==> config.mk <==
export PLATFORM = sky130hd
export DESIGN_NAME = ghost_mode_timer_flat
export DESIGN_NICKNAME = d
export VERILOG_FILES = /design/src/rtl/ghost_mode_if.sv /design/src/rtl/ghost_mode_timer.sv /design/src/flat_wrapper.sv
export SDC_FILE = /design/constraint.sdc
export NUM_CORES = 1
export LEC_CHECK = 0
export CAP_MARGIN = 20
export CORE_ASPECT_RATIO = 0.75
export CORE_MARGIN = 10
export CORE_UTILIZATION = 55
export CTS_BUF_LIST = sky130_fd_sc_hd__clkbuf_8 sky130_fd_sc_hd__clkbuf_16
export DETAILED_ROUTE_END_ITERATION = 16
export PLACE_DENSITY = 0.79
export SYNTH_ARGS = -nofsm -noshare
export SYNTH_HDL_FRONTEND = slang
export SYNTH_SLANG_ARGS = --single-unit
==> constraint.sdc <==
create_clock -name clk -period 2.5 [get_ports clk]
set_input_delay 0.5 -clock clk [delete_from_list [all_inputs] [get_ports clk]]
set_output_delay 0.5 -clock clk [all_outputs]
set_load 0.02 [all_outputs]
==> src/rtl/ghost_mode_if.sv <==
// Ghost mode scheduler bus: game controls in, per-ghost mode flags out.
// The game controller is the master; the scheduler is the slave.
interface ghost_mode_if;
  logic       start;
  logic       pause;
  logic       frightReq;
  logic       isScatter;
  logic       isChase;
  logic       isFrightened;
  logic       isFlashing;
  logic       modeChange;
  logic [2:0] phase;

  modport master (
    output start, pause, frightReq,
    input  isScatter, isChase, isFrightened, isFlashing, modeChange, phase
  );

  modport slave (
    input  start, pause, frightReq,
    output isScatter, isChase, isFrightened, isFlashing, modeChange, phase
  );
endinterface

==> src/rtl/ghost_mode_timer.sv <==
// Global scatter/chase/frightened scheduler driving every ghost FSM.
// Seven timed phases run in whole seconds; a power pellet pre-empts them with a frightened interval.
module ghost_mode_timer #(
  parameter int unsigned SEC_DIV       = 25_000_000,
  parameter int unsigned SCATTER_A_SEC = 7,
  parameter int unsigned SCATTER_B_SEC = 5,
  parameter int unsigned CHASE_SEC     = 20,
  parameter int unsigned FRIGHT_SEC    = 6,
  parameter int unsigned FLASH_SEC     = 2
) (
  input  logic        clk,
  input  logic        reset_n,
  ghost_mode_if.slave bus
);

  localparam int unsigned PW = (SEC_DIV > 1) ? $clog2(SEC_DIV) : 1;
  localparam logic [PW-1:0] PRESC_MAX   = PW'(SEC_DIV - 1);
  localparam logic [4:0]    DUR_A       = 5'(SCATTER_A_SEC);
  localparam logic [4:0]    DUR_B       = 5'(SCATTER_B_SEC);
  localparam logic [4:0]    DUR_CHASE   = 5'(CHASE_SEC);
  localparam logic [3:0]    FRIGHT_LOAD = 4'(FRIGHT_SEC);
  localparam logic [3:0]    FLASH_LIM   = 4'(FLASH_SEC);
  localparam logic [2:0]    LAST_PHASE  = 3'd7;

  typedef enum logic [1:0] {
    ST_IDLE,
    ST_RUN,
    ST_FRIGHT
  } state_t;

  state_t        state_q, state_d;
  logic [2:0]    phase_q, phase_d;
  logic [4:0]    sec_left_q, sec_left_d;
  logic [PW-1:0] presc_q, presc_d;
  logic [PW-1:0] fr_presc_q, fr_presc_d;
  logic [3:0]    fright_left_q, fright_left_d;
  logic          is_scatter_q, is_scatter_d;
  logic          is_chase_q, is_chase_d;
  logic          is_frightened_q, is_frightened_d;
  logic          is_flashing_q, is_flashing_d;
  logic          mode_change_q, mode_change_d;
  logic          sec_tick;
  logic          fr_tick;

  // Phase 7 has no duration: the schedule parks there in chase forever.
  function automatic logic [4:0] phase_duration(input logic [2:0] p);
    logic [4:0] d;
    case (p)
      3'd0, 3'd2:       d = DUR_A;
      3'd1, 3'd3, 3'd5: d = DUR_CHASE;
      3'd4, 3'd6:       d = DUR_B;
      default:          d = 5'd0;
    endcase
    return d;
  endfunction

  always_comb begin
    state_d       = state_q;
    phase_d       = phase_q;
    sec_left_d    = sec_left_q;
    presc_d       = presc_q;
    fr_presc_d    = fr_presc_q;
    fright_left_d = fright_left_q;
    mode_change_d = 1'b0;
    sec_tick      = 1'b0;
    fr_tick       = 1'b0;

    unique case (state_q)
      ST_IDLE: begin
        if (bus.start) begin
          state_d = ST_RUN;
          presc_d = '0;
        end
      end

      ST_RUN: begin
        if (!bus.pause) begin
          sec_tick = (presc_q == PRESC_MAX);
          presc_d  = sec_tick ? '0 : presc_q + 1'b1;
        end
        // A pellet wins over a coincident second tick; that tick's decrement is dropped.
        if (bus.frightReq) begin
          state_d       = ST_FRIGHT;
          fright_left_d = FRIGHT_LOAD;
          fr_presc_d    = '0;
          mode_change_d = 1'b1;
        end else if (sec_tick && (phase_q != LAST_PHASE)) begin
          if (sec_left_q == 5'd1) begin
            phase_d       = phase_q + 3'd1;
            sec_left_d    = phase_duration(phase_q + 3'd1);
            mode_change_d = 1'b1;
          end else begin
            sec_left_d = sec_left_q - 5'd1;
          end
        end
      end

      ST_FRIGHT: begin
        if (bus.frightReq) begin
          fright_left_d = FRIGHT_LOAD;
          fr_presc_d    = '0;
        end else if (!bus.pause) begin
          fr_tick    = (fr_presc_q == PRESC_MAX);
          fr_presc_d = fr_tick ? '0 : fr_presc_q + 1'b1;
          if (fr_tick) begin
            fright_left_d = fright_left_q - 4'd1;
            if (fright_left_q == 4'd1) begin
              state_d = ST_RUN;
            end
          end
        end
      end

      default: begin
        state_d = ST_IDLE;
      end
    endcase

    // Dropping start reinitialises the whole schedule, whatever else is pending.
    if (!bus.start) begin
      state_d       = ST_IDLE;
      phase_d       = 3'd0;
      sec_left_d    = DUR_A;
      presc_d       = '0;
      fr_presc_d    = '0;
      fright_left_d = 4'd0;
      mode_change_d = 1'b0;
    end

    // Outputs are derived from next state so they land on the same edge as the cause.
    is_frightened_d = (state_d == ST_FRIGHT);
    is_scatter_d    = (state_d != ST_FRIGHT) && !phase_d[0] && (phase_d != LAST_PHASE);
    is_chase_d      = (state_d == ST_RUN) && !is_scatter_d;
    is_flashing_d   = is_frightened_d && (fright_left_d <= FLASH_LIM);
  end

  always_ff @(posedge clk) begin
    if (!reset_n) begin
      state_q         <= ST_IDLE;
      phase_q         <= 3'd0;
      sec_left_q      <= DUR_A;
      presc_q         <= '0;
      fr_presc_q      <= '0;
      fright_left_q   <= 4'd0;
      is_scatter_q    <= 1'b1;
      is_chase_q      <= 1'b0;
      is_frightened_q <= 1'b0;
      is_flashing_q   <= 1'b0;
      mode_change_q   <= 1'b0;
    end else begin
      state_q         <= state_d;
      phase_q         <= phase_d;
      sec_left_q      <= sec_left_d;
      presc_q         <= presc_d;
      fr_presc_q      <= fr_presc_d;
      fright_left_q   <= fright_left_d;
      is_scatter_q    <= is_scatter_d;
      is_chase_q      <= is_chase_d;
      is_frightened_q <= is_frightened_d;
      is_flashing_q   <= is_flashing_d;
      mode_change_q   <= mode_change_d;
    end
  end

  assign bus.isScatter    = is_scatter_q;
  assign bus.isChase      = is_chase_q;
  assign bus.isFrightened = is_frightened_q;
  assign bus.isFlashing   = is_flashing_q;
  assign bus.modeChange   = mode_change_q;
  assign bus.phase        = phase_q;

endmodule
==> src/flat_wrapper.sv <==
// flat-port wrapper written by rule: the top's interface ports become plain ports
module ghost_mode_timer_flat 
#(
  parameter int unsigned SEC_DIV       = 25_000_000,
  parameter int unsigned SCATTER_A_SEC = 7,
  parameter int unsigned SCATTER_B_SEC = 5,
  parameter int unsigned CHASE_SEC     = 20,
  parameter int unsigned FRIGHT_SEC    = 6,
  parameter int unsigned FLASH_SEC     = 2
)
  (clk, reset_n, bus_start, bus_pause, bus_frightReq, bus_isScatter, bus_isChase, bus_isFrightened, bus_isFlashing, bus_modeChange, bus_phase);
  ghost_mode_if bus_i ();
  input  logic clk;
  input  logic reset_n;
  input wire logic [$bits(bus_i.start)-1:0] bus_start;
  input wire logic [$bits(bus_i.pause)-1:0] bus_pause;
  input wire logic [$bits(bus_i.frightReq)-1:0] bus_frightReq;
  output wire logic [$bits(bus_i.isScatter)-1:0] bus_isScatter;
  output wire logic [$bits(bus_i.isChase)-1:0] bus_isChase;
  output wire logic [$bits(bus_i.isFrightened)-1:0] bus_isFrightened;
  output wire logic [$bits(bus_i.isFlashing)-1:0] bus_isFlashing;
  output wire logic [$bits(bus_i.modeChange)-1:0] bus_modeChange;
  output wire logic [$bits(bus_i.phase)-1:0] bus_phase;
  assign bus_i.start = bus_start;
  assign bus_i.pause = bus_pause;
  assign bus_i.frightReq = bus_frightReq;
  assign bus_isScatter = bus_i.isScatter;
  assign bus_isChase = bus_i.isChase;
  assign bus_isFrightened = bus_i.isFrightened;
  assign bus_isFlashing = bus_i.isFlashing;
  assign bus_modeChange = bus_i.modeChange;
  assign bus_phase = bus_i.phase;
  ghost_mode_timer #(.SEC_DIV(SEC_DIV), .SCATTER_A_SEC(SCATTER_A_SEC), .SCATTER_B_SEC(SCATTER_B_SEC), .CHASE_SEC(CHASE_SEC), .FRIGHT_SEC(FRIGHT_SEC), .FLASH_SEC(FLASH_SEC)) u_core (.clk(clk), .reset_n(reset_n), .bus(bus_i));
endmodule
==> summary.md, run 1 <==
| Metric | Value |
|---|---|
| GPL Wtd Cong | 0.881 |
| Total via count in the routed design | 3575 |
| Final worst clock skew | 0.0104 ns |
| Arr. time, crit path | 2.67 ns |
| Fraction of the yosys area taken by sequential cells | 37.2% |
| Antenna viol nets, final | 0 |
| Metal3 WL | 857 µm |
| Count of distinct cell types in the synthesized netlist | 55 |
| Clk slew on worst S/H paths | 0.08 ns |
| Pin count of the biggest net entering global routing | 37 |
| F_max | 0.420 GHz |
| Vias per cell | 6.08 |
| Power density of the placed cells | 528 mW/mm² |
| Clock buffer count from CTS | 9 |
| Clk buf depth | 2 |
| Number of nets in the layout | 523 |
| Post-Synthesis Mean Instance Area | 8.12 µm² |
| Max VDD drop | 0.392 mV |
| Post-synthesis register bit count | 69 |
| Post-synth net total | 478 |
| Aggregate global-route resource usage | 17.5% |
| Routed metal-1 wirelength | 4.41 mm |
| Leakage dissipation | 1.51 nW |
| CP Launch Type | flop |
| # hold bufs at CTS | 0 |
| Final min period | 2.38 ns |
| PnR worst setup slack | 0.118 ns |
| Relative area change from synthesis to final layout | 19.1% |
| Share of post-route cells with drive strength above 1 | 13.6% |
| Min-Delay Path Class | flop to flop |
| Die height | 91.2 µm |
| Synthesized netlist cell count | 457 |
| Worst slack at placement | -0.186 ns |
| Sinks on Clock Net | 69 |
| Floorplan Core Area | 0.00641 mm² |
| Number of levels in the clock H-tree | 3 |
| Slew @ Worst Pin | 0.696 ns |
| Clock tree from TritonCTS | built |
| Hold violation count in the final report | 0 |
| Initial Util | 57.9% |
| Number of cells on the worst hold path | 2 |
| Tightest slew margin relative to the limit | 53.2% |
| Inserted Diodes | 0 |
| Crit path max fanout | 6 |
| Via count of the first global-routing pass | 3150 |
| Number of standard cells in the final layout excluding fillers | 588 |
| Met2 Wirelength | 3.73 mm |
| Number of antenna violations at the first check in global routing | 0 |
| Unrepaired setup endpoints after global routing | no |
| Critical path endpoint category | flop |
| Total half-perimeter wirelength after legalization and detailed placement | 6.43 mm |
| Critical Path RT | 2.78 ns |
| Total standard cell area after synthesis | 0.00371 mm² |
| Max Used Layer | met4 |
| Path type of the worst setup path | flop to flop |
| Warning count from the yosys run | 0 |
| Period utilization | 95.3% |
| Horizontal die dimension | 115 µm |
| Primary flip-flop cell chosen by synthesis mapping | dfxtp_1 |
| Root Driver | clkbuf_8 |
| Die ar. | 0.0105 mm² |
| Number of buffers inserted by port buffering | 12 |
| Share of flip-flops with an asynchronous set or reset after synthesis | 0% |
| Number of flops mapped to enable cells by yosys | 0 |
| # rows | 25 |
| DR DRC count | 0 |
| Starting DRT DRC Count | 319 |
| Clock Latency Late Sink | 0.35 ns |
| Global-route wire length before repair | 15.4 mm |
| Max-cap violations | 0 |
| Outcome | finished clean |
| Final-report max-slew violation count | 0 |
| Post-CTS Setup Bufs | 0 |
| Top-level port count | 13 |
| Total placed cells including tap cells | 572 |
| Path depth of the worst reg2reg path | 7 |
| Number of endpoints failing setup at the final stage | 0 |
| Router iterations before antenna repair | 5 |
| WL final | 9.09 mm |
| Detailed-route wire length per cell | 15.5 µm |
| Total overflow reported by the global router | 0 |
layer usage:
layer	up-vias	track usage [%]
li1	1756	-
met1	1655	25.1
met2	153	24.6
met3	11	5.92
met4	0	3.70
met5	-	0
cells in the final DEF (no fill, tap or decap), drive strengths merged, types with 5 or more instances in the layout:
cell,Yosys,layout
a311oi,16,16
and2,5,5
nand3,21,21
xnor2,11,11
inv,11,11
o21ai,18,18
nor3,17,17
clkbuf,11,9
nor2,64,64
and3,6,6
a21oi,27,27
buf,3,36
nor4,8,8
ha,16,16
nor2b,6,6
xor2,11,11
nand4b,5,5
dfxtp,69,69
a31oi,6,6
clkdlybuf4s50,0,12
and4,6,6
nand2,54,54
nand4,14,14
or4,8,8
Yosys cell counts (6+ instances only):
library cell / n / share of area [%]
a21oi_1: 26 / 3.5
a311oi_1: 16 / 3.8
a31oi_1: 6 / 1.0
and3_1: 6 / 1.0
and4_1: 6 / 1.4
clkbuf_1: 11 / 1.1
dfxtp_1: 69 / 37
ha_1: 16 / 5.4
inv_1: 11 / 1.1
nand2_1: 53 / 5.4
nand3_1: 21 / 2.8
nand4_1: 14 / 2.4
nor2_1: 64 / 6.5
nor2b_1: 6 / 1.0
nor3_1: 17 / 2.3
nor4_1: 7 / 1.2
o21ai_0: 18 / 2.4
or4_1: 7 / 1.4
xnor2_1: 10 / 2.4
xor2_1: 11 / 2.6
registers in the layout, indices dropped and copies added (netlist names):
register / cells
u_core.fr_presc_q: 25
u_core.bus.isChase: 1
u_core.fright_left_q: 4
u_core.bus.isFlashing: 1
u_core.bus.isScatter: 1
u_core.bus.isFrightened: 1
u_core.presc_q: 25
u_core.bus.phase: 3
u_core.sec_left_q: 5
u_core.bus.modeChange: 1
u_core.state_q: 2
report_power, final:
part	internal, mW	leakage (nW)	switching [mW]
logic	0.0493	0.832	0.0851
registers	1.10	0.556	0.00404
clock network	0.659	0.123	0.438
worst max-delay path: stages, from the launching register on:
cell	delay, ns
dfxtp_1	0.31
or4_1	0.54
or4_4	0.60
nor4_4	0.17
buf_4	0.19
nand2_2	0.05
or3_1	0.32
a21oi_2	0.13
per-stage QoR:
step / util [%] / cell area, µm² / setup TNS (ns) / total power, mW / hold slack (ns)
after floorplan: - / 3710 / 0 / 1.21 / 0.440
after global placement: 65.0 / 4170 / -1.20 / 1.26 / 0.470
after detailed placement: 65.0 / 4170 / -1.56 / 1.26 / 0.484
after CTS: 68.7 / 4410 / 0 / 2.35 / 0.497
after global routing: 69.0 / 4420 / 0 / 2.42 / 0.520
final: 69.0 / 4420 / 0 / 2.34 / 0.492
timing repair:
action                                 CTS  global route
gates resized for setup                  0             4
endpoints found under the hold margin    0             0
setup endpoints to repair                0             9
cell type report:
class | instances | area (µm²)
well taps | 81 | 101
inverters | 11 | 41.3
clock inverters | 7 | 114
flip-flops and latches | 69 | 1380
clock buffers | 9 | 124
repair buffers | 48 | 415
multi-input cells | 363 | 2250
fillers | 523 | 1990
worst paths after layout:
check	slack [ns]	start	end
setup / recovery	0.12	u_core.presc_q[9]	u_core.sec_left_q[3]
hold reg to reg	0.49	u_core.fr_presc_q[5]	u_core.fr_presc_q[5]
hold / removal	0.49	u_core.fr_presc_q[5]	u_core.fr_presc_q[5]
setup reg to reg	0.12	u_core.presc_q[9]	u_core.sec_left_q[3]
cells by family after synthesis:
kind of cell             Yosys count  synth area share (%)
AND/OR/NAND/NOR                  235                  32.8
adder cells (fa/ha/maj)           16                  5.39
buffers and inverters             25                  2.80
multiplexers                       3                 0.843
AO/OA/AOI/OAI                     87                  15.6
XOR/XNOR                          22                  5.39
flip-flops                        69                  37.2
No activity file was read; power rests on OpenSTA's default activity.
==> inputs of run 2 (changes only) <==
--- a/config.mk
+++ b/config.mk
@@ -12,6 +12,7 @@
 export CTS_BUF_LIST = sky130_fd_sc_hd__clkbuf_8 sky130_fd_sc_hd__clkbuf_16
 export DETAILED_ROUTE_END_ITERATION = 16
 export PLACE_DENSITY = 0.79
+export SKIP_CTS_REPAIR_TIMING = 1
 export SYNTH_ARGS = -nofsm -noshare
 export SYNTH_HDL_FRONTEND = slang
 export SYNTH_SLANG_ARGS = --single-unit
==> results of run 2 <==
Same layout as run 1: the final DEF is identical, and so are final timing and power.
